<file path="src/rtl/game_input_pkg.sv">
// Shared button indices and auto-repeat state encoding for the game input path.
// Also imported by player_controller.
package game_input_pkg;

    localparam int BTN_UP   = 0;
    localparam int BTN_DOWN = 1;
    localparam int BTN_FIRE = 2;
    localparam int NUM_BTNS = 3;

    typedef enum logic [1:0] {
        IDLE      = 2'd0,
        HOLD_WAIT = 2'd1,
        REPEAT    = 2'd2
    } repeat_state_t;

endpackage

</file>
<file path="src/rtl/debounce_channel.sv">
// One push-button channel: two-flop synchronizer, stability counter,
// debounced level and a single-cycle pulse on each accepted rising level.
module debounce_channel #(
    parameter int DEBOUNCE_CYCLES = 1000000
) (
    input  logic clk,
    input  logic rst,
    input  logic raw,
    output logic level,
    output logic rise
);

    localparam int CW = $clog2(DEBOUNCE_CYCLES + 1);
    localparam logic [CW-1:0] LAST = CW'(DEBOUNCE_CYCLES - 1);

    logic          sync_meta;
    logic          sync_out;
    logic [CW-1:0] stable_cnt;

    // The counter reaching DEBOUNCE_CYCLES is the edge where the level flips,
    // so the flip is taken when the current count is one below that value.
    always_ff @(posedge clk or negedge rst) begin
        if (!rst) begin
            sync_meta  <= 1'b0;
            sync_out   <= 1'b0;
            stable_cnt <= '0;
            level      <= 1'b0;
            rise       <= 1'b0;
        end else begin
            sync_meta <= raw;
            sync_out  <= sync_meta;
            rise      <= 1'b0;
            if (sync_out != level) begin
                if (stable_cnt == LAST) begin
                    level      <= ~level;
                    stable_cnt <= '0;
                    rise       <= ~level;
                end else begin
                    stable_cnt <= stable_cnt + 1'b1;
                end
            end else begin
                stable_cnt <= '0;
            end
        end
    end

endmodule

</file>
<file path="src/rtl/button_debouncer.sv">
// Debounces the up/down/fire buttons and generates press pulses, with
// auto-repeat on up/down and suppression of up/down while both are held.
module button_debouncer
    import game_input_pkg::*;
#(
    parameter int DEBOUNCE_CYCLES = 1000000,
    parameter int REPEAT_DELAY    = 50000000,
    parameter int REPEAT_PERIOD   = 10000000
) (
    input  logic                clk,
    input  logic                rst,
    input  logic [NUM_BTNS-1:0] raw_btn,
    output logic [NUM_BTNS-1:0] btn_level,
    output logic [NUM_BTNS-1:0] btn_press
);

    localparam int REP_MAX = (REPEAT_DELAY > REPEAT_PERIOD) ? REPEAT_DELAY : REPEAT_PERIOD;
    localparam int RW      = $clog2(REP_MAX + 1);

    logic [NUM_BTNS-1:0] rise;
    repeat_state_t       rep_state [2];
    repeat_state_t       next_state [2];
    logic [RW-1:0]       rep_cnt [2];
    logic [RW-1:0]       next_cnt [2];
    logic [1:0]          rep_pulse;
    logic                both_dirs;

    for (genvar g = 0; g < NUM_BTNS; g++) begin : g_chan
        debounce_channel #(
            .DEBOUNCE_CYCLES(DEBOUNCE_CYCLES)
        ) u_chan (
            .clk  (clk),
            .rst  (rst),
            .raw  (raw_btn[g]),
            .level(btn_level[g]),
            .rise (rise[g])
        );
    end

    always_ff @(posedge clk or negedge rst) begin
        if (!rst) begin
            for (int i = 0; i < 2; i++) begin
                rep_state[i] <= IDLE;
                rep_cnt[i]   <= '0;
            end
        end else begin
            for (int i = 0; i < 2; i++) begin
                rep_state[i] <= next_state[i];
                rep_cnt[i]   <= next_cnt[i];
            end
        end
    end

    // A count of 1 marks the last cycle of a delay/period window; the counter
    // saturates at zero outside the reload events instead of wrapping.
    always_comb begin
        for (int i = 0; i < 2; i++) begin
            next_state[i] = rep_state[i];
            next_cnt[i]   = (rep_cnt[i] != '0) ? rep_cnt[i] - 1'b1 : '0;
            rep_pulse[i]  = 1'b0;
            case (rep_state[i])
                IDLE: begin
                    if (rise[i]) begin
                        next_state[i] = HOLD_WAIT;
                        next_cnt[i]   = RW'(REPEAT_DELAY);
                        rep_pulse[i]  = 1'b1;
                    end
                end
                HOLD_WAIT, REPEAT: begin
                    if (!btn_level[i]) begin
                        next_state[i] = IDLE;
                    end else if (rep_cnt[i] == RW'(1)) begin
                        next_state[i] = REPEAT;
                        next_cnt[i]   = RW'(REPEAT_PERIOD);
                        rep_pulse[i]  = 1'b1;
                    end
                end
                default: next_state[i] = IDLE;
            endcase
        end
    end

    // Opposing directions held together cancel; the FSMs keep running so
    // dropped pulses are simply lost.
    assign both_dirs = btn_level[BTN_UP] & btn_level[BTN_DOWN];

    assign btn_press[BTN_UP]   = rep_pulse[BTN_UP] & ~both_dirs;
    assign btn_press[BTN_DOWN] = rep_pulse[BTN_DOWN] & ~both_dirs;
    assign btn_press[BTN_FIRE] = rise[BTN_FIRE];

endmodule
</file>
<file path="config.mk">
export PLATFORM = sky130hd
export DESIGN_NAME = button_debouncer
export DESIGN_NICKNAME = d
export VERILOG_FILES = /design/src/rtl/game_input_pkg.sv /design/src/rtl/debounce_channel.sv /design/src/rtl/button_debouncer.sv
export SDC_FILE = /design/constraint.sdc
export NUM_CORES = 1
export LEC_CHECK = 0
export ABC_AREA = 0
export BUFFER_PORTS_ARGS = -buffer_cell sky130_fd_sc_hd__buf_4
export CAP_MARGIN = 20
export CORE_MARGIN = 2
export CORE_UTILIZATION = 44
export DETAILED_ROUTE_END_ITERATION = 12
export PLACE_DENSITY = 0.7
export RECOVER_POWER = 25
export SKIP_CTS_REPAIR_TIMING = 1
export SYNTH_ARGS = -nofsm -noshare
export SYNTH_HDL_FRONTEND = slang
export SYNTH_SLANG_ARGS = --single-unit
</file>
<file path="constraint.sdc">
create_clock -name clk -period 4.15 [get_ports clk]
set_clock_uncertainty 0.1 [all_clocks]
set_input_delay 0.2075 -clock clk [delete_from_list [all_inputs] [get_ports clk]]
set_output_delay 0.2075 -clock clk [all_outputs]
set_load 0.02 [all_outputs]
</file>
==> metrics.txt <==
outcome=complete, but fails checks; violated checks=capacitance limit, slew limit; Clk Latency, worst-skew pair=0.42 ns; drt wl/cell=14.8 um; critical path cell sequence=nor4_1 > nand3_1 > nor4_1 > nor2_1 > a21oi_1 > buf_4; Hold Crit Class=reg2reg; row count=43; r2r endpoint=rep_cnt[34]; Finished Core Util=0.520; RSZ-0062 raised after global routing=no; FMAX=287 MHz; Pre-antenna DRT Iters=4; Post-Syn Nets=658; # fillers=1220; routed vias/inst=5.51; # setup viols final=0; commonest cells after routing, fill and taps aside=dfrtp_1 (128), nor2_1 (109), xnor2_1 (61); n_diodes=0; sw frac=0.202; R2R setup slack=1.20 ns; minimum clock period=3.48 ns; sequential power share=0.430; clk root buf=clkbuf_16; first-pass GRT wire length=22000 um; crit path kind=reg2out; worst slew pin tran=3.01 ns; setup ws final=0.667 ns; Setup TNS=0 ns; Sinks on Clock Net=128; placed cell areas=6560 sq um; Distinct cells, synth=46; clock share of power=0.551; Yosys warnings=0; Min-Delay Path Depth=0; Post-Place Setup Slack=1.15 ns; Max-slew headroom=-1.01; total gr overflow=0; family with the most delay on the worst path=simple AND/OR/NAND/NOR gates; Initial Util=0.454; worst vdd ir=292 uV; H-tree levels=4; Initial DRC Count=315; fraction of registers with async set or reset after synthesis=1.00; r2r startpoint=rep_cnt[36]; sequential area share after synthesis=0.507; Die ar.=15300 sq um; Hold Path Sink=g_chan[1].u_chan.sync_out; Synth Area in XOR/XNOR=0.141; gpl congestion=0.890; Pleak=3.51 nW; Hold Fails Final Rpt=0; most used cell, CP=nor4_1; commonest non-fill, non-tap cell in the layout=dfrtp_1; antenna-violating nets left=0; vias in the first global route=4803; largest net degree at the start of global routing=58; Global Route Usage Sum=0.184; Arr. time, crit path=3.18 ns; Synth-to-Final Area Change=14.6%; Longest Clk Path Bufs=2; Post-Synth Adder-Cell Area=0.0238; die height=124 um; Slew Limit Fails=58; clock slew at reported path FFs=0.06 ns; crit path buf inv count=1; number of flops mapped to enable cells by yosys=0; CP peak stage delay=0.65 ns; final hold slack=0.254 ns; Combinational Power Share=0.019; post-DP HPWL=8520 um; Syn Inst Count=641; Inserted Clock Buffers=17; Core ar.=13900 sq um; post-synthesis mux area share=0.00534; maxcap violations=1; num ports=11; CP required=3.84 ns; share of cells above drive strength 1=0.0830; post-synthesis simple-gate area fraction=0.253; fin crit share=0.839; Synth Flop Type=dfrtp_1; Crit Path Max Fanout=13; detailed-route DRC error count=0; CTS tree=built; worst hold start=g_chan[1].u_chan.sync_meta; crit path capture type=primary output; register bit count reported by yosys=128; Final nets=679; via count=4711; largest family of logic cells by synthesized area=simple AND/OR/NAND/NOR gates; I/O Buffers=10; Synth Cell Area=6320 sq um; P per Cell Area=407 nW/um^2; CP max stage cell=nor4_1; synthesized area per cell=9.86 sq um; crit start category=flop; die width=124 um; Power Internal=2.35 mW; Register-to-Register Path Depth=5; Final Cell Area=7240 sq um; Synth Area in Compound Gates=0.0465; initial antenna violation count=0; DRT Wirelength=12700 um; Net Sw Power=0.594 mW
cells by family (layout without fill, tap and decap cells):
family / after synthesis / count (layout)
AO/OA/AOI/OAI: 53 / 53
XOR/XNOR: 102 / 102
adder cells (fa/ha/maj): 12 / 12
buffers and inverters: 33 / 67
flip-flops: 128 / 128
multiplexers: 3 / 3
AND/OR/NAND/NOR: 310 / 310
state kept, by name (all words and copies together), names as in the netlist:
name / flops
g_chan.u_chan.stable_cnt: 60
rep_cnt: 52
rep_state: 4
g_chan.u_chan.level: 3
g_chan.u_chan.rise: 3
g_chan.u_chan.sync_meta: 3
g_chan.u_chan.sync_out: 3
power by group through the flow:
stage / combinational, mW / sequential, mW / clock (mW)
after detailed placement: 0.0545 / 1.29 / 0
after global placement: 0.0514 / 1.29 / 0
after global routing: 0.0644 / 1.27 / 1.71
final: 0.0548 / 1.27 / 1.62
after CTS: 0.0550 / 1.27 / 1.65
after floorplan: 0.0201 / 1.29 / 0
how the worst max path moves through the flow:
stage / start / to / slack (ns) / cells after the start
after CTS: rep_cnt[36] / btn_press[0] / 0.75 / 6
final: rep_cnt[36] / btn_press[0] / 0.67 / 6
after global routing: rst / rep_cnt[18] / 0.34 / 3
after floorplan: rep_cnt[24] / btn_press[1] / 1.63 / 5
after detailed placement: rep_cnt[36] / rep_cnt[31] / 1.15 / 4
after global placement: rep_cnt[36] / rep_cnt[42] / 1.37 / 4
synthesized netlist by cell type (3+ instances only):
cell	n	area, sq um
nand3b_1	4	30.0
nand4_1	22	138
o21ai_0	16	80.1
or3_1	7	43.8
or2_2	5	31.3
nand2_1	38	143
inv_1	18	67.6
clkbuf_1	7	26.3
or4_1	4	30.0
dfrtp_1	128	3200
xor2_1	41	359
mux2_2	3	33.8
and4_1	9	78.8
nor3_1	28	140
ha_1	12	150
a21oi_1	26	130
xnor2_1	61	534
nand3_1	24	120
nor2_1	109	409
buf_4	4	30.0
nor4_1	21	131
and3_1	15	93.8
nor3b_1	5	37.5
worst register-to-register path, stage by stage (launching register included):
cell and delay, ns:
dfrtp_1 0.41, nor4_1 0.60, nand3_1 0.54, o41ai_2 0.79, clkbuf_2 0.31, nor2_1 0.08
final cells by class:
| class | instances | area [sq um] | share of cell area |
|---|---|---|---|
| clock buffer | 18 | 439 | 0.0606 |
| clock inverter | 14 | 210 | 0.0290 |
| timing repair buffer | 17 | 120 | 0.0166 |
| multi-input combinational | 480 | 2980 | 0.411 |
| inverter | 18 | 67.6 | 0.00933 |
| tap | 180 | 225 | 0.0311 |
| sequential | 128 | 3200 | 0.442 |
routing by layer:
metal / global-route usage / vias up / part of all wire
li1: - / 2253 / -
met1: 0.230 / 2367 / 0.46
met2: 0.300 / 82 / 0.50
met3: 0.0614 / 9 / 0.034
met4: 0.0625 / 0 / 0.0097
met5: 0 / - / 0
per-stage QoR:
step           total power [mW]  std cells
6_report                   2.95        855
5_1_grt                    3.04        855
4_1_cts                    2.98        850
3_3_place_gp               1.34        818
3_5_place_dp               1.34        818
2_1_floorplan              1.31        641
No activity file was read; power rests on OpenSTA's default activity.
